### src/rtl/proc_imem_resp_drop_queue_if.sv
// Valid/ready response channel carrying one instruction word per beat.
interface proc_imem_resp_drop_queue_if #(
    parameter int p_msg_nbits = 32
);
    logic                   val;
    logic                   rdy;
    logic [p_msg_nbits-1:0] msg;

    modport master (output val, output msg, input  rdy);
    modport slave  (input  val, input  msg, output rdy);
endinterface

### src/rtl/proc_imem_resp_drop_queue.sv
// Imem response queue that discards squashed fetches; zero-cycle bypass when empty.
// enq stalls only when full with no pending drops; deq_rdy never reaches enq_rdy.
module proc_imem_resp_drop_queue #(
    parameter int p_num_entries = 2,
    parameter int p_msg_nbits   = 32,
    parameter int p_max_drops   = 3,
    localparam int cnt_w = $clog2(p_num_entries + 1)
) (
    input  logic                                clk,
    input  logic                                reset,
    input  logic                                drop,
    proc_imem_resp_drop_queue_if.slave          enq,
    proc_imem_resp_drop_queue_if.master         deq,
    output logic [cnt_w-1:0]                    num_free,
    output logic                                drop_overflow
);
    localparam int ptr_w = (p_num_entries > 1) ? $clog2(p_num_entries) : 1;
    localparam int drp_w = $clog2(p_max_drops + 1);
    localparam logic [ptr_w-1:0] ptr_last  = ptr_w'(p_num_entries - 1);
    localparam logic [cnt_w-1:0] cnt_full  = cnt_w'(p_num_entries);
    localparam logic [drp_w-1:0] drops_max = drp_w'(p_max_drops);

    logic [p_msg_nbits-1:0] mem [p_num_entries];
    logic [ptr_w-1:0]       head;
    logic [ptr_w-1:0]       tail;
    logic [cnt_w-1:0]       count;
    logic [drp_w-1:0]       pend_drops;

    logic no_pend;
    logic stored;
    logic byp_ok;
    logic cand;
    logic enq_fire;
    logic deq_fire;
    logic pop;
    logic byp_used;
    logic wr_en;
    logic drain;
    logic drop_pend;

    function automatic logic [ptr_w-1:0] ptr_inc(input logic [ptr_w-1:0] p);
        return (p == ptr_last) ? '0 : p + 1'b1;
    endfunction

    always_comb begin
        no_pend   = (pend_drops == '0);
        stored    = (count != '0);
        byp_ok    = !stored && enq.val && no_pend;
        cand      = stored || byp_ok;

        deq.val   = cand && no_pend && !drop;
        deq.msg   = stored ? mem[head] : enq.msg;
        // Full with nothing to drain: no pass-through, so deq_rdy stays off this path.
        enq.rdy   = !no_pend || (count < cnt_full);

        enq_fire  = enq.val && enq.rdy;
        deq_fire  = deq.val && deq.rdy;
        pop       = stored && (deq_fire || drop);
        byp_used  = byp_ok && (deq_fire || drop);
        wr_en     = enq_fire && no_pend && !byp_used;
        drain     = enq_fire && !no_pend;
        drop_pend = drop && !cand;

        num_free  = cnt_full - count;
    end

    always_ff @(posedge clk) begin
        if (wr_en) begin
            mem[tail] <= enq.msg;
        end
    end

    always_ff @(posedge clk) begin
        if (reset) begin
            head          <= '0;
            tail          <= '0;
            count         <= '0;
            pend_drops    <= '0;
            drop_overflow <= 1'b0;
        end else begin
            if (pop) begin
                head <= ptr_inc(head);
            end
            if (wr_en) begin
                tail <= ptr_inc(tail);
            end
            count <= count + cnt_w'(wr_en) - cnt_w'(pop);

            // A drop and a drained arrival in one cycle cancel out.
            if (drop_pend && !drain) begin
                if (pend_drops == drops_max) begin
                    drop_overflow <= 1'b1;
                end else begin
                    pend_drops <= pend_drops + 1'b1;
                end
            end else if (!drop_pend && drain) begin
                pend_drops <= pend_drops - 1'b1;
            end
        end
    end
endmodule

### src/flat_wrapper.sv
// flat-port wrapper written by rule: the top's interface ports become plain ports
module proc_imem_resp_drop_queue_flat 
#(
    parameter int p_num_entries = 2,
    parameter int p_msg_nbits   = 32,
    parameter int p_max_drops   = 3,
    localparam int cnt_w = $clog2(p_num_entries + 1)
)
  (clk, reset, drop, num_free, drop_overflow, enq_val, enq_msg, enq_rdy, deq_val, deq_msg, deq_rdy);
  proc_imem_resp_drop_queue_if #(.p_msg_nbits(p_msg_nbits)) enq_i ();
  proc_imem_resp_drop_queue_if #(.p_msg_nbits(p_msg_nbits)) deq_i ();
  input  logic clk;
  input  logic reset;
  input  logic drop;
  output logic [cnt_w-1:0] num_free;
  output logic drop_overflow;
  input wire logic [$bits(enq_i.val)-1:0] enq_val;
  input wire logic [$bits(enq_i.msg)-1:0] enq_msg;
  output wire logic [$bits(enq_i.rdy)-1:0] enq_rdy;
  output wire logic [$bits(deq_i.val)-1:0] deq_val;
  output wire logic [$bits(deq_i.msg)-1:0] deq_msg;
  input wire logic [$bits(deq_i.rdy)-1:0] deq_rdy;
  assign enq_i.val = enq_val;
  assign enq_i.msg = enq_msg;
  assign enq_rdy = enq_i.rdy;
  assign deq_val = deq_i.val;
  assign deq_msg = deq_i.msg;
  assign deq_i.rdy = deq_rdy;
  proc_imem_resp_drop_queue #(.p_num_entries(p_num_entries), .p_msg_nbits(p_msg_nbits), .p_max_drops(p_max_drops)) u_core (.clk(clk), .reset(reset), .drop(drop), .enq(enq_i), .deq(deq_i), .num_free(num_free), .drop_overflow(drop_overflow));
endmodule
### config.mk
export PLATFORM = sky130hd
export DESIGN_NAME = proc_imem_resp_drop_queue_flat
export DESIGN_NICKNAME = d
export VERILOG_FILES = /design/src/rtl/proc_imem_resp_drop_queue_if.sv /design/src/rtl/proc_imem_resp_drop_queue.sv /design/src/flat_wrapper.sv
export SDC_FILE = /design/constraint.sdc
export NUM_CORES = 1
export LEC_CHECK = 0
export CAP_MARGIN = 0
export CELL_PAD_IN_SITES_DETAIL_PLACEMENT = 1
export CELL_PAD_IN_SITES_GLOBAL_PLACEMENT = 1
export CORE_AREA = 2 2 94 96
export CTS_BUF_LIST = sky130_fd_sc_hd__clkbuf_8
export DETAILED_ROUTE_END_ITERATION = 10
export DIE_AREA = 0 0 96 98
export GPL_ROUTABILITY_DRIVEN = 0
export PLACE_DENSITY = 0.82
export SETUP_SLACK_MARGIN = 0.05
export SYNTH_ARGS = -nofsm -noshare
export SYNTH_HDL_FRONTEND = slang
export SYNTH_SLANG_ARGS = --single-unit
### constraint.sdc
create_clock -name clk -period 2.7 [get_ports clk]
set_clock_uncertainty 0.2 [all_clocks]
set_input_delay 0.54 -clock clk [delete_from_list [all_inputs] [get_ports clk]]
set_output_delay 0.54 -clock clk [all_outputs]
set_load 0.005 [all_outputs]
Word level (Yosys, flattened, before mapping)
Memory sizes are Yosys's and may differ from the RTL's. A register that Yosys moved wholly into a read port is not among the register bits.
Cells that the tools add are included.
Word-level totals
  register bits after elaboration: 7
  bits in writable memories: 64
  bits of input ports: 37
  logic and storage cells: 55
  memories: 1
Cells by class
  $add $sub $neg: 7
  magnitude comparators: 1
  equality and inequality tests: 2
  mux-type cells: 10
  reductions and logical operators: 29
Memory list
  u_core.mem: words 2, bits a word 32, rd ports 1, clocked after Yosys merged registers in 1, wr ports 1, line proc_imem_resp_drop_queue.sv:23  | logic [p_msg_nbits-1:0] mem [p_num_entries];
Operators by type and width (number)
  $mux 32: 1
  $logic_and 1x1->1: 14
  $logic_not 1->1: 7
  $mux 1: 6
  $mux 2: 3
  $reduce_and 2->1: 2
  $reduce_bool 2->1: 2
  $logic_or 1x1->1: 3
  $add 1x1->1 const B: 2
  $add 2x1->2: 1
  $add 2x1->2 const B: 1
  $eq 2x2->1 const B: 1
  $logic_not 2->1: 1
  $lt 2x2->1 const B: 1
  $ne 2x2->1 const B: 1
  $sub 2x1->2: 1
  $sub 2x1->2 const B: 1
  $sub 2x2->2 const A: 1

Logic depth before layout (Yosys ltp)
Gate-level depths: netlist of the first run.
  word-level depth: 14
  gate-level depth with buffers: 9

Worst setup path after synthesis of the first run
Ideal clock, no wire load.
  kind: register to register
  start: register u_core.count[1]
  end: memory u_core.mem[0][0], enable pin
  library setup time: 0.421 ns
  data arrival time: 2.310 ns
  required time: 2.079 ns
  path slack: -0.231 ns
  stages on the path, launching flop included: 6
  buffers on the path: 0
  clock period less this slack: 2.931 ns
  cell sequence: dfxtp_1 -> inv_1 -> ha_1 -> o21ai_1 -> nand4_1 -> nor2_1
On the way
  word-level cells in the longest chain between the ends: 14
  elaborated cells on any way between the ends: 18
  classes of those cells: order compare: 1; mux: 2; reduce/logical: 15
RTL lines
  from (decl): line proc_imem_resp_drop_queue.sv:26  | logic [cnt_w-1:0] count;
  from (signal assigned): line proc_imem_resp_drop_queue.sv:87  | count <= count + cnt_w'(wr_en) - cnt_w'(pop);
  $reduce_bool 2->1: line proc_imem_resp_drop_queue.sv:47  | stored = (count != '0);
  $logic_not 1->1: line proc_imem_resp_drop_queue.sv:48  | byp_ok = !stored && enq.val && no_pend;
  $logic_and 1x1->1 (2 in series): line proc_imem_resp_drop_queue.sv:48
  $logic_or 1x1->1: line proc_imem_resp_drop_queue.sv:49  | cand = stored || byp_ok;
  $logic_and 1x1->1 (2 in series): line proc_imem_resp_drop_queue.sv:51  | deq.val = cand && no_pend && !drop;
  $logic_and 1x1->1: line proc_imem_resp_drop_queue.sv:57  | deq_fire = deq.val && deq.rdy;
  $logic_or 1x1->1: line proc_imem_resp_drop_queue.sv:59  | byp_used = byp_ok && (deq_fire || drop);
  $logic_and 1x1->1: line proc_imem_resp_drop_queue.sv:59
  $logic_not 1->1: line proc_imem_resp_drop_queue.sv:60  | wr_en = enq_fire && no_pend && !byp_used;
  $logic_and 1x1->1 *: line proc_imem_resp_drop_queue.sv:60
  $mux 1 *: line proc_imem_resp_drop_queue.sv:68  | if (wr_en) begin
  $mux 1 (implied by the code) *: line proc_imem_resp_drop_queue.sv:69  | mem[tail] <= enq.msg;
  to (decl): line proc_imem_resp_drop_queue.sv:23
Mark *: on every way between the ends. The rest lies on a longest branch, timed or not.

Worst setup path after layout of the first run
  start: register u_core.count[1]
  end: output deq_msg[13]
On the way
  word-level cells in the longest chain between the ends: 2
RTL lines
  $reduce_bool 2->1: line proc_imem_resp_drop_queue.sv:47
  $mux 32: line proc_imem_resp_drop_queue.sv:52  | deq.msg = stored ? mem[head] : enq.msg;
  to (decl): line flat_wrapper.sv:21  | output wire logic [$bits(deq_i.msg)-1:0] deq_msg;
Every way passes these cells.

==> results of run 1 <==
## stage by stage
step / cell area, sq um / instances / util (%) / hold WS, ns
after floorplan: 3060 / 227 / - / 0.261
after global placement: 4030 / 406 / 47.6 / 0.256
after detailed placement: 4030 / 406 / 47.6 / 0.274
after CTS: 4260 / 422 / 50.4 / 0.288
after global routing: 4430 / 426 / 52.4 / 0.366
final: 4430 / 426 / 52.4 / 0.285
## layer usage
metal  part of all wire (%)  GRT usage, %  vias to the layer above
met2                     52          23.8                       49
met4                    1.2          5.60                        0
met5                      0             0                        -
met3                    3.9          3.47                        8
met1                     43          16.5                     1007
li1                       -             -                     1001
## worst max-delay path by stage
stage	from	to	slack (ns)	depth (start not counted)
final	u_core.count[1]$_SDFF_PP0_	deq_msg[13]	0.11	5
after detailed placement	deq_rdy	u_core.count[1]$_SDFF_PP0_	0.009	9
after CTS	u_core.count[0]$_SDFF_PP0_	deq_msg[20]	0.008	6
after global placement	deq_rdy	u_core.count[1]$_SDFF_PP0_	0.06	9
after global routing	u_core.count[1]$_SDFF_PP0_	deq_msg[23]	0.001	5
after floorplan	u_core.count[1]$_SDFF_PP0_	u_core.mem[0][0]$_DFFE_PP_	-0.23	5
## worst max-delay path: stages, from the launching register on
cell	delay, ns
dfxtp_2	0.36
inv_2	0.06
ha_4	0.21
clkbuf_16	0.20
o21ai_1	0.16
clkdlybuf4s50_1	0.52
## cell type report
type	instances	area share, %
timing repair buffer	88	23.5
clock buffer	9	2.79
tap	108	3.05
clock inverter	7	1.98
multi-input combinational	135	21.1
inverter	7	0.593
sequential	72	47.0
## logic make-up after synthesis
kind of cell	after synthesis	share of synthesized area, %
AO/OA/AOI/OAI	41	7.40
XOR/XNOR	2	0.572
adder cells (fa/ha/maj)	4	1.64
buffers and inverters	20	2.86
flip-flops	72	68.0
multiplexers	35	11.8
AND/OR/NAND/NOR	53	7.69
## sequential cells by signal, summed over array words and instances (netlist names), named ones only
signal and count:
u_core.head 1, u_core.count 2, u_core.tail 1, u_core.mem 64, u_core.drop_overflow 1, u_core.pend_drops 2
## synth_stat cells
cell | count | area [sq um]
a21bo_2 | 1 | 10.0
nand3b_1 | 1 | 7.51
o21ai_1 | 34 | 170
o211ai_1 | 1 | 7.51
nand4_1 | 1 | 6.26
a31oi_1 | 2 | 12.5
nor2_1 | 10 | 37.5
nand2_1 | 33 | 124
a21oi_4 | 1 | 16.3
inv_1 | 7 | 26.3
nor2b_1 | 3 | 18.8
a21oi_1 | 1 | 5.00
or3b_1 | 1 | 8.76
mux2_4 | 2 | 30.0
and2_1 | 1 | 6.26
ha_1 | 4 | 50.1
buf_4 | 1 | 7.51
nor4_1 | 1 | 6.26
dfxtp_1 | 8 | 160
buf_1 | 1 | 3.75
and3b_1 | 1 | 8.76
clkbuf_1 | 4 | 15.0
or3b_4 | 1 | 11.3
mux2i_1 | 32 | 320
edfxtp_1 | 64 | 1920
o21ai_0 | 1 | 5.00
xnor2_1 | 2 | 17.5
mux2_1 | 1 | 11.3
buf_2 | 7 | 35.0
## power groups by stage
stage               combinational [mW]  sequential, mW  clock (mW)
finish                            1.77            1.47       0.898
global route                      1.93            1.49       0.965
CTS                               1.68            1.47       0.926
detailed placement                1.63            1.49           0
global placement                  1.60            1.48           0
floorplan                        0.815            1.48           0
## what timing repair did
action,4_1_cts,5_1_grt
buffers inserted,0,1
endpoints found under the setup margin,33,33
pin swaps,0,2
cloned,0,3
resized for setup,5,32
## cell usage in the layout (no fill, tap or decap), types with 5 or more instances in the layout
| cell | synthesis | final |
|---|---|---|
| buf_4 | 1 | 5 |
| dlymetal6s2s_1 | 0 | 27 |
| mux2i_1 | 32 | 32 |
| edfxtp_1 | 64 | 64 |
| dfxtp_1 | 8 | 6 |
| clkbuf_8 | 0 | 9 |
| nor2_1 | 10 | 8 |
| nand2_1 | 33 | 33 |
| buf_12 | 0 | 6 |
| clkdlybuf4s50_1 | 0 | 47 |
| o21ai_1 | 34 | 31 |
| inv_1 | 7 | 6 |
==> qor.txt, run 1 <==
Outcome = finished clean
CTS hold repair buffers = 0
Cells after Synth = 227
Ant diodes = 0
Setup CP Type = register to output pin
Final wirelength = 6.80 mm
RSZ-0062 raised after global routing = true
Die H = 98 um
Worst Reg2Reg Path Length in Cells = 10
Total track usage = 13.9%
# IOs = 74
YS warnings = 0
Area grow syn2layout = 44.9%
Post-synthesis sequential area ratio = 68.0%
Sequential cell area = 2080 sq um
Slew margin rel. = 74.9%
Residual DRC count = 0
CTS root buffer = clkbuf_8
Pint = 2.90 mW
TritonCTS clock tree = done
Hold Path Depth = 2
DRC marker count from the first detailed-route iteration = 55
Clk Latency, worst-skew pair = 0.33 ns
R2r startpoint = u_core.count[1]$_SDFF_PP0_
Setup TNS = 0 ns
Core area = 8470 sq um
Post-Syn Nets = 268
DR vias = 2065
Largest net degree at the start of global routing = 37
Class of the worst hold path = register to register
Max Root-Sink Buffers = 2
Tcrit/Tclk final = 96.0%
Combinational power share = 42.8%
Fillers = 851
CP Capture Type = output pin
Count of different cell masters after synthesis = 29
Vias per cell = 4.85
Layout Nets = 354
Worst-margin pin slew = 0.375 ns
Maximum VDD drop = 0.423 mV
PD cells = 934 nW/um^2
Clock power frac = 21.7%
Clock slew at reported path FFs = 0.07 ns
Max-Cap Viols = 0
DR pass1 iterations = 4
DR WL/cell = 16.0 um
Fmax = 386 MHz
Area of the multi-input gates = 936 sq um
Fin worst setup slack = 0.108 ns
Syn Std Cell Area = 3060 sq um
Synthesis-stage register bit count = 72
Die area = 9410 sq um
Final min period = 2.59 ns
Site row count = 34
Antenna-violating nets left = 0
Worst endpoint data arrival time = 1.85 ns
WHS Endpoint = u_core.drop_overflow$_SDFFE_PP0P_
Crit-path max FO = 18
Initial Util = 36.2%
Number of global-route vias before repair = 2110
Fin. max-slew vios = 0
Layout cells sized above 1 = 13.8%
Reg power frac = 35.5%
DP Worst Slack = 0.00920 ns
Final hold viol count = 0
WP data required = 1.96 ns
Sw Ratio = 30.1%
H-tree levels = 3
Post-DP HPWL = 4.37 mm
Initial antenna violation count = 0
First-pass GRT wire length = 9.95 mm
Num CTS Buffers = 9
Setup-failing EPs final = 0
Die Wd = 96 um
Port-buffer cells = 73
Sw power = 1.25 mW
R2R Path End = u_core.count[1]$_SDFF_PP0_
Grt ovf = 0
Crit start category = register
Worst R2R Setup Slack = 0.44 ns
Syn_area_per_cell = 13.5 sq um
Clock Sinks = 72
Overall power = 4.14 mW
Hold Path Origin = u_core.drop_overflow$_SDFFE_PP0P_
Leak = 1.81 nW
Note: power is estimated with default switching activity, not from simulation.
==> run 2, diff against run 1 <==
--- a/config.mk
+++ b/config.mk
@@ -13,7 +13,7 @@
 export DETAILED_ROUTE_END_ITERATION = 10
 export DIE_AREA = 0 0 96 98
 export GPL_ROUTABILITY_DRIVEN = 0
-export PLACE_DENSITY = 0.82
+export PLACE_DENSITY_LB_ADDON = 0.1
 export SETUP_SLACK_MARGIN = 0.05
 export SYNTH_ARGS = -nofsm -noshare
 export SYNTH_HDL_FRONTEND = slang
==> qor.txt, run 2 (synthesized netlist as in run 1, its figures left out) <==
Fmax = 393 MHz (+1.9%)
Setup CP Type = register to output pin
Maximum VDD drop = 0.341 mV (-19%)
Initial antenna violation count = 0 (unchanged)
Num CTS Buffers = 9 (unchanged)
Antenna-violating nets left = 0 (unchanged)
Cell Count, Final, Fillers Out = 424 (-0.47%)
CTS root buffer = clkbuf_8
Leak = 1.74 nW (-3.8%)
Setup-failing EPs final = 0 (unchanged)
Initial Util = 36.2% (unchanged)
DRC marker count from the first detailed-route iteration = 68 (+24%)
Most frequent cells in the layout = edfxtp_1 (64), clkdlybuf4s50_1 (49), o21ai_1 (34)
Largest net degree at the start of global routing = 38 (+2.7%)
Commonest non-fill, non-tap cell in the layout = edfxtp_1
Port-buffer cells = 73 (unchanged)
Fillers = 852 (+0.12%)
Area grow syn2layout = 42.8%
Max-Cap Viols = 0 (unchanged)
Crit-path max FO = 18 (unchanged)
Site row count = 34 (unchanged)
Max FFs per register = 64 (unchanged)
Max Root-Sink Buffers = 2 (unchanged)
Post-DP HPWL = 4.42 mm (+1.0%)
Worst-margin pin slew = 0.344 ns (-0.0307 ns)
Final hold viol count = 0 (unchanged)
Placed cells = 407 (+0.25%)
Setup TNS = 0 ns (unchanged)
Core area = 8470 sq um (unchanged)
Slew margin rel. = 77.0% (+2.1 points)
Total track usage = 14.2% (+0.34 points)
TritonCTS clock tree = done
Class of the worst hold path = register to register
Final min period = 2.54 ns (-0.0479 ns)
DR vias = 2055 (-0.48%)
Vias per cell = 4.85 (about the same)
Biggest register = u_core.mem
Final wirelength = 6.53 mm (-3.9%)
First-pass GRT wire length = 10.1 mm (+1.9%)
Design area = 4370 sq um (-1.4%)
Crit start category = register
DP Area = 4050 sq um (+0.50%)
Number of global-route vias before repair = 2125 (+0.71%)
Worst endpoint data arrival time = 1.80 ns (-0.05 ns)
WP data required = 1.96 ns (about the same)
Tcrit/Tclk final = 94.2% (-1.8 points)
Layout Nets = 352 (-0.56%)
Fin. max-slew vios = 0 (unchanged)
H-tree levels = 3 (unchanged)
PD cells = 935 nW/um^2 (about the same)
Clock Sinks = 72 (unchanged)
Biggest regs = u_core.mem x64, u_core.count x2, u_core.pend_drops x2
Die Wd = 96 um (unchanged)
Grt ovf = 0 (unchanged)
CP Capture Type = output pin
Residual DRC count = 0 (unchanged)
Ant diodes = 0 (unchanged)
Layout cells sized above 1 = 13.3% (-0.55 points)
RSZ-0062 raised after global routing = true
DR WL/cell = 15.4 um (-3.5%)
Clk Latency, worst-skew pair = 0.33 ns (about the same)
# IOs = 74 (unchanged)
Fin Hold WS = 0.296 ns (+0.0113 ns)
Die H = 98 um (unchanged)
DR pass1 iterations = 4 (unchanged)
Die area = 9410 sq um (unchanged)
Clock slew at reported path FFs = 0.08 ns (about the same)
Postcts setup bufs = 0 (unchanged)
Outcome = finished clean
-- run 2: layout make-up --
cell class	instances	area (sq um)	share of cell area [%]
inverters	7	26.3	0.601
clock buffers	10	138	3.15
repair buffers	86	973	22.3
clock inverters	6	92.6	2.12
flip-flops and latches	72	2090	47.8
well taps	108	135	3.09
multi-input cells	135	918	21.0
-- run 2: worst paths after layout --
kind / start / to / slack [ns] / cells past startpoint
max: u_core.count[1]$_SDFF_PP0_ / deq_msg[20] / 0.16 / 5
min: u_core.drop_overflow$_SDFFE_PP0P_ / u_core.drop_overflow$_SDFFE_PP0P_ / 0.30 / 2
max reg2reg: u_core.count[1]$_SDFF_PP0_ / u_core.count[1]$_SDFF_PP0_ / 0.63 / 10
min reg2reg: u_core.drop_overflow$_SDFFE_PP0P_ / u_core.drop_overflow$_SDFFE_PP0P_ / 0.30 / 2
-- run 2: routing by layer --
metal | GRT usage (%) | up-vias | routed length [um]
li1 | - | 994 | -
met1 | 16.9 | 1007 | 2760
met2 | 24.5 | 47 | 3370
met3 | 3.78 | 7 | 321
met4 | 5.16 | 0 | 79
met5 | 0 | - | 0
-- run 2: critical path, cell delays in order, from the launching register on --
cell             delay, ns
dfxtp_4               0.36
inv_2                 0.05
ha_4                  0.20
clkbuf_16             0.19
o21ai_1               0.15
clkdlybuf4s50_1       0.51
-- run 2: where the power goes --
part | total [mW] | internal [mW] | switching (mW)
clock network | 0.947 | 0.548 | 0.399
logic | 1.67 | 0.910 | 0.757
registers | 1.47 | 1.41 | 0.0607
total | 4.09 | 2.87 | 1.22
-- run 2: through the flow --
step / total power, mW / utilization [%] / setup WS [ns]
3_5_place_dp: 3.20 / 47.8 / 0.0322
5_1_grt: 4.35 / 51.6 / 0.0440
6_report: 4.09 / 51.6 / 0.156
2_1_floorplan: 2.29 / - / -0.231
3_3_place_gp: 3.16 / 47.8 / 0.0613
4_1_cts: 4.16 / 50.7 / 0.0719
-- run 2: timing repair --
action | CTS | global route
gates resized for setup | 6 | 24
hold buffers | 0 | 0
cloned | 0 | 1
endpoints found under the setup margin | 33 | 23
==> run 3, diff against run 2 <==
--- a/config.mk
+++ b/config.mk
@@ -14,6 +14,7 @@
 export DIE_AREA = 0 0 96 98
 export GPL_ROUTABILITY_DRIVEN = 0
 export PLACE_DENSITY_LB_ADDON = 0.1
+export RECOVER_POWER = 50
 export SETUP_SLACK_MARGIN = 0.05
 export SYNTH_ARGS = -nofsm -noshare
 export SYNTH_HDL_FRONTEND = slang
==> constraint.sdc (replaced) <==
create_clock -name clk -period 2.7 [get_ports clk]
set_clock_uncertainty 0.2 [all_clocks]
set_input_delay 0.27 -clock clk [delete_from_list [all_inputs] [get_ports clk]]
set_output_delay 0.27 -clock clk [all_outputs]
set_load 0.005 [all_outputs]
==> qor.txt, run 3 (synthesized netlist as in run 1, its figures left out) <==
WP data required = 2.23 ns (+0.27 ns)
Crit-path cells = inv_1 -> ha_2 -> buf_6 -> nand2_1 -> o21ai_1 -> clkdlybuf4s50_1
Residual DRC count = 0 (unchanged)
Clock Sinks = 72 (unchanged)
Number of global-route vias before repair = 2067 (-2.7%)
Cell Count, Final, Fillers Out = 419 (-1.2%)
Area of the multi-input gates = 891 sq um (-3.0%)
Most frequent cells in the layout = edfxtp_1 (64), clkdlybuf4s50_1 (37), dlygate4sd3_1 (36)
Commonest non-fill, non-tap cell in the layout = edfxtp_1
Setup-failing EPs final = 0 (unchanged)
Num CTS Buffers = 9 (unchanged)
Final hold viol count = 0 (unchanged)
Design area = 4180 sq um (-4.4%)
Fin. max-slew vios = 0 (unchanged)
Vias per cell = 4.76 (-1.8%)
Maximum VDD drop = 0.434 mV (+27%)
H-tree levels = 3 (unchanged)
Total track usage = 13.8% (-0.48 points)
Critical path's top delay family = buffers and inverters
Clock slew at reported path FFs = 0.08 ns (about the same)
TritonCTS clock tree = done
PD cells = 960 nW/um^2 (+2.6%)
DP Worst Slack = 0.230 ns (+0.197 ns)
Core area = 8470 sq um (unchanged)
Largest net degree at the start of global routing = 35 (-7.9%)
Setup TNS = 0 ns (unchanged)
Worst R2R Setup Slack = 0.39 ns (-0.24 ns)
# IOs = 74 (unchanged)
CP Capture Type = output pin
Post-layout util = 49.4% (-2.3 points)
Outcome = finished clean
Initial Util = 36.2% (unchanged)
Layout Nets = 346 (-1.7%)
Port-buffer cells = 73 (unchanged)
Leak = 1.48 nW (-15%)
Antenna-violating nets left = 0 (unchanged)
Initial antenna violation count = 1 (+1)
Placed cells = 402 (-1.2%)
Biggest register = u_core.mem
Site row count = 34 (unchanged)
Fmax = 402 MHz (+2.2%)
RSZ-0062 raised after global routing = true
DR pass1 iterations = 4 (unchanged)
Worst endpoint data arrival time = 2.02 ns (+0.22 ns)
Biggest regs = u_core.mem x64, u_core.count x2, u_core.pend_drops x2
Layout cells sized above 1 = 9.03% (-4.3 points)
DR vias = 1994 (-3.0%)
Die area = 9410 sq um (unchanged)
Clk Latency, worst-skew pair = 0.33 ns (about the same)
DR WL/cell = 14.7 um (-4.8%)
Class of the worst hold path = register to register
Max FFs per register = 64 (unchanged)
Die Wd = 96 um (unchanged)
First-pass GRT wire length = 9.80 mm (-3.3%)
Fin worst setup slack = 0.210 ns (+0.0538 ns)
Post-DP HPWL = 4.08 mm (-7.7%)
Tcrit/Tclk final = 92.2% (-2.0 points)
DP Area = 3960 sq um (-2.2%)
Die H = 98 um (unchanged)
CTS root buffer = clkbuf_8
Area grow syn2layout = 36.6%
DRC marker count from the first detailed-route iteration = 81 (+19%)
Fillers = 895 (+5.0%)
Crit-path max FO = 33 (+15)
Final min period = 2.49 ns (-0.0538 ns)
Max Root-Sink Buffers = 2 (unchanged)
Setup CP Type = register to output pin
Max-Cap Viols = 0 (unchanged)
Sequential cell area = 2080 sq um (-0.24%)
Crit start category = register
Overall power = 4.01 mW (-1.9%)
Worst-margin pin slew = 0.501 ns (+0.157 ns)
Crit-path slowest cell = clkdlybuf4s50_1
Grt ovf = 0 (unchanged)
Final wirelength = 6.14 mm (-6.0%)
Slew margin rel. = 66.6% (-10 points)
Worst Path Buf+Inv = 3 (unchanged)
Biggest cell delay along the critical path = 0.54 ns (+0.03 ns)
Fin Hold WS = 0.282 ns (-0.0139 ns)
[run 3: changes by cell type in the layout (fill, tap and decap cells not counted), moves of 2 or more]
cell / change
dlygate4sd3_1: +36
dlygate4sd2_1: -2
dfxtp_1: +2
clkdlybuf4s50_1: -12
clkinvlp_4: -2
buf_4: -3
dlymetal6s2s_1: -22
inv_1: +3
inv_2: -2
buf_12: -5
[run 3: worst min-delay path: cells and delay by family, from the launching register on]
family	cells	cell delay, ns
AO/OA/AOI/OAI	1	0.04
AND/OR/NAND/NOR	1	0.07
flip-flops	1	0.33
[run 3: cell type report]
type	count	share of cell area [%]
tap	108	3.23
clock inverter	7	2.66
multi-input combinational	135	21.3
inverter	7	0.629
clock buffer	9	2.96
antenna	1	0.0599
timing repair buffer	80	19.3
sequential	72	49.8
[run 3: routing by layer]
metal	up-vias	GRT usage, %	routed length [um]	part of all wire, %
li1	983	-	-	-
met1	960	16.6	2630	43
met2	45	23.1	3140	51
met3	6	3.24	293	4.8
met4	0	6.15	72	1.2
met5	-	0	0	0
[run 3: repair_timing]
item	4_1_cts	5_1_grt
buffers inserted	0	0
gates resized for setup	1	2
cloned	0	0
hold buffers	0	0
endpoints found under the setup margin	1	17
[run 3: path summary, 6_finish.rpt]
kind,start,cells after the start,end
max reg2reg,u_core.pend_drops[1]$_SDFFE_PP0P_,8,u_core.count[1]$_SDFF_PP0_
max,u_core.count[1]$_SDFF_PP0_,6,deq_msg[1]
min,u_core.drop_overflow$_SDFFE_PP0P_,2,u_core.drop_overflow$_SDFFE_PP0P_
min reg2reg,u_core.drop_overflow$_SDFFE_PP0P_,2,u_core.drop_overflow$_SDFFE_PP0P_
[run 3: power breakdown]
group	internal, mW	total, mW	leakage [nW]	switching [mW]
Sequential	1.41	1.50	0.649	0.0903
Clock	0.608	0.995	0.122	0.387
Combinational	0.829	1.52	0.706	0.687
==> variant: new RTL, config.mk and constraints of run 2 <==
`p_msg_nbits` is set to 32 in 3 places; all go to 40.
--- a/src/rtl/proc_imem_resp_drop_queue_if.sv
+++ b/src/rtl/proc_imem_resp_drop_queue_if.sv
@@ -1,6 +1,6 @@
 // Valid/ready response channel carrying one instruction word per beat.
 interface proc_imem_resp_drop_queue_if #(
-    parameter int p_msg_nbits = 32
+    parameter int p_msg_nbits = 40
 );
     logic                   val;
     logic                   rdy;
--- a/src/rtl/proc_imem_resp_drop_queue.sv
+++ b/src/rtl/proc_imem_resp_drop_queue.sv
@@ -2,7 +2,7 @@
 // enq stalls only when full with no pending drops; deq_rdy never reaches enq_rdy.
 module proc_imem_resp_drop_queue #(
     parameter int p_num_entries = 2,
-    parameter int p_msg_nbits   = 32,
+    parameter int p_msg_nbits   = 40,
     parameter int p_max_drops   = 3,
     localparam int cnt_w = $clog2(p_num_entries + 1)
 ) (
--- a/src/flat_wrapper.sv
+++ b/src/flat_wrapper.sv
@@ -2,7 +2,7 @@
 module proc_imem_resp_drop_queue_flat 
 #(
     parameter int p_num_entries = 2,
-    parameter int p_msg_nbits   = 32,
+    parameter int p_msg_nbits   = 40,
     parameter int p_max_drops   = 3,
     localparam int cnt_w = $clog2(p_num_entries + 1)
 )
Interface: changed (resized deq_msg and enq_msg); port bits go from 74 to 90. The function was not compared with the original's and may differ.
==> variant against run 2 <==
- non-clock buffer count up 20
- area after synthesis up 21%
- first-iteration DRC count down 12%
- sequential cell count up 16
- global-route usage grew 3.0 points
- via count is 18% higher
- power up 12%
- cell area increased by 16%
- wire length rose by 24%
- worst setup slack got worse by 0.042 ns
- largest cell class unchanged
- largest power group unchanged
==> variant: results (changes against run 2) <==
status=finished, final reports clean (unchanged); met3 WL post-DR=284 um (was 321 um); post-synthesis sequential area ratio=69.4% (was 68.0%); clk tree area frac=3.70% (was 5.27%); VDD IR max=599 uV (was 341 uV); Clock buffer cells=9 (was 10); worst setup slack after placement=-0.0233 ns (was 0.0322 ns); worst path arrival time=1.85 ns (was 1.80 ns); grt met2 use=30.7% (was 24.5%); Crit path largest cell delay=0.53 ns (was 0.51 ns); critical path's slowest cell=clkdlybuf4s50_1 (unchanged); switching power=0.00142 W (was 0.00122 W); drt initial violations=60 (was 68); P_seq=0.00180 W (was 0.00147 W); met1 track demand over resource=20.0% (was 16.9%); largest cells by area after synthesis=edfxtp_1 (65%), mux2i_1 (11%), o21ai_0 (5.7%), dfxtp_1 (4.3%), nand2_1 (4.2%) (was edfxtp_1 (63%), mux2i_1 (10%), o21ai_1 (5.6%), dfxtp_1 (5.2%), nand2_1 (4.0%)); Top Registers=u_core.mem x80, u_core.count x2, u_core.pend_drops x2 (was u_core.mem x64, u_core.count x2, u_core.pend_drops x2); Synth Area in Compound Gates=7.22% (was 7.40%); Inverters=7 (unchanged); M3 GR Usage=3.24% (was 3.78%); Non-clock buffer share=21.4% (was 22.3%); fraction of area in multi-input gates=21.1% (was 21.0%); # diodes=0 (unchanged); Post-synth EDFFs=80 (was 64); clk slew on worst S/H paths=0.09 ns; largest net degree at the start of global routing=57 (was 38); Leak=1.83 nW (was 1.74 nW); antenna violations before repair=0 (unchanged); multi-input gates=159 (was 135); vias in the first global route=2520 (was 2125); drt first pass iters=4 (unchanged); register area=2570 um2 (was 2090 um2); Yosys cell types=28 (was 29); share of cells above drive strength 1=11.2% (was 13.3%); H-Tree Depth=3 (unchanged); commonest cells in the netlist=edfxtp_1 (80), o21ai_0 (42), nand2_1 (41), mux2i_1 (40), nor2_1 (10) (was edfxtp_1 (64), o21ai_1 (34), nand2_1 (33), mux2i_1 (32), nor2_1 (10)); post-DP HPWL=5390 um (was 4420 um); Net Count, Synth=319 (was 268); met1 wire length=3450 um (was 2760 um); clock sink total=88 (was 72); via count=2416 (was 2055); metal2 WL=4230 um (was 3370 um); slew margin rel.=73.9% (was 77.0%); critical path's top delay family=buffers and inverters (unchanged); clock share of power=19.0% (was 23.2%); Top Layer Used=met4 (unchanged); first-pass GRT wire length=12200 um (was 10100 um); port bufs=89 (was 73); Synth Area in XOR/XNOR=0.474% (was 0.572%); final net count=420 (was 352); post-synthesis adder-cell area fraction=1.36% (was 1.64%); gr usage total=17.2% (was 14.2%); Post-Route WL=8070 um (was 6530 um); Worst Path Max Fanout=22 (was 18); mux cell area share after synthesis=11.8% (about the same); nonclk buf count=106 (was 86); Filler cells=857 (was 852); asr flop ratio synth=0% (unchanged)
-- variant: worst paths after layout --
check / start / end / slack (ns) / cells after the start
max: u_core.count[1] / deq_msg[1] / 0.11 / 6
min: u_core.drop_overflow / u_core.drop_overflow / 0.28 / 2
max reg2reg: u_core.count[1] / u_core.mem[1][9] / 0.62 / 8
min reg2reg: u_core.drop_overflow / u_core.drop_overflow / 0.28 / 2
-- variant: per-stage QoR --
step	power [W]	hold slack (ns)	instances	util, %	cell area [um2]
3_3_place_gp	0.00369	0.278	466	57.1	4830
6_report	0.00458	0.285	484	59.9	5070
5_1_grt	0.00486	0.341	484	59.9	5070
3_5_place_dp	0.00375	0.272	466	57.1	4830
2_1_floorplan	0.00271	0.261	270	-	3690
4_1_cts	0.00455	0.292	482	59.3	5020
-- variant: timing repair --
item / in CTS / in global routing
hold buffers: 0 / 0
pin swaps: 0 / 1
gates resized for setup: 32 / 12
endpoints found under the setup margin: 41 / 17
buffers inserted: 0 / 1
hold endpoints to repair: 0 / 0
cloned: 0 / 1
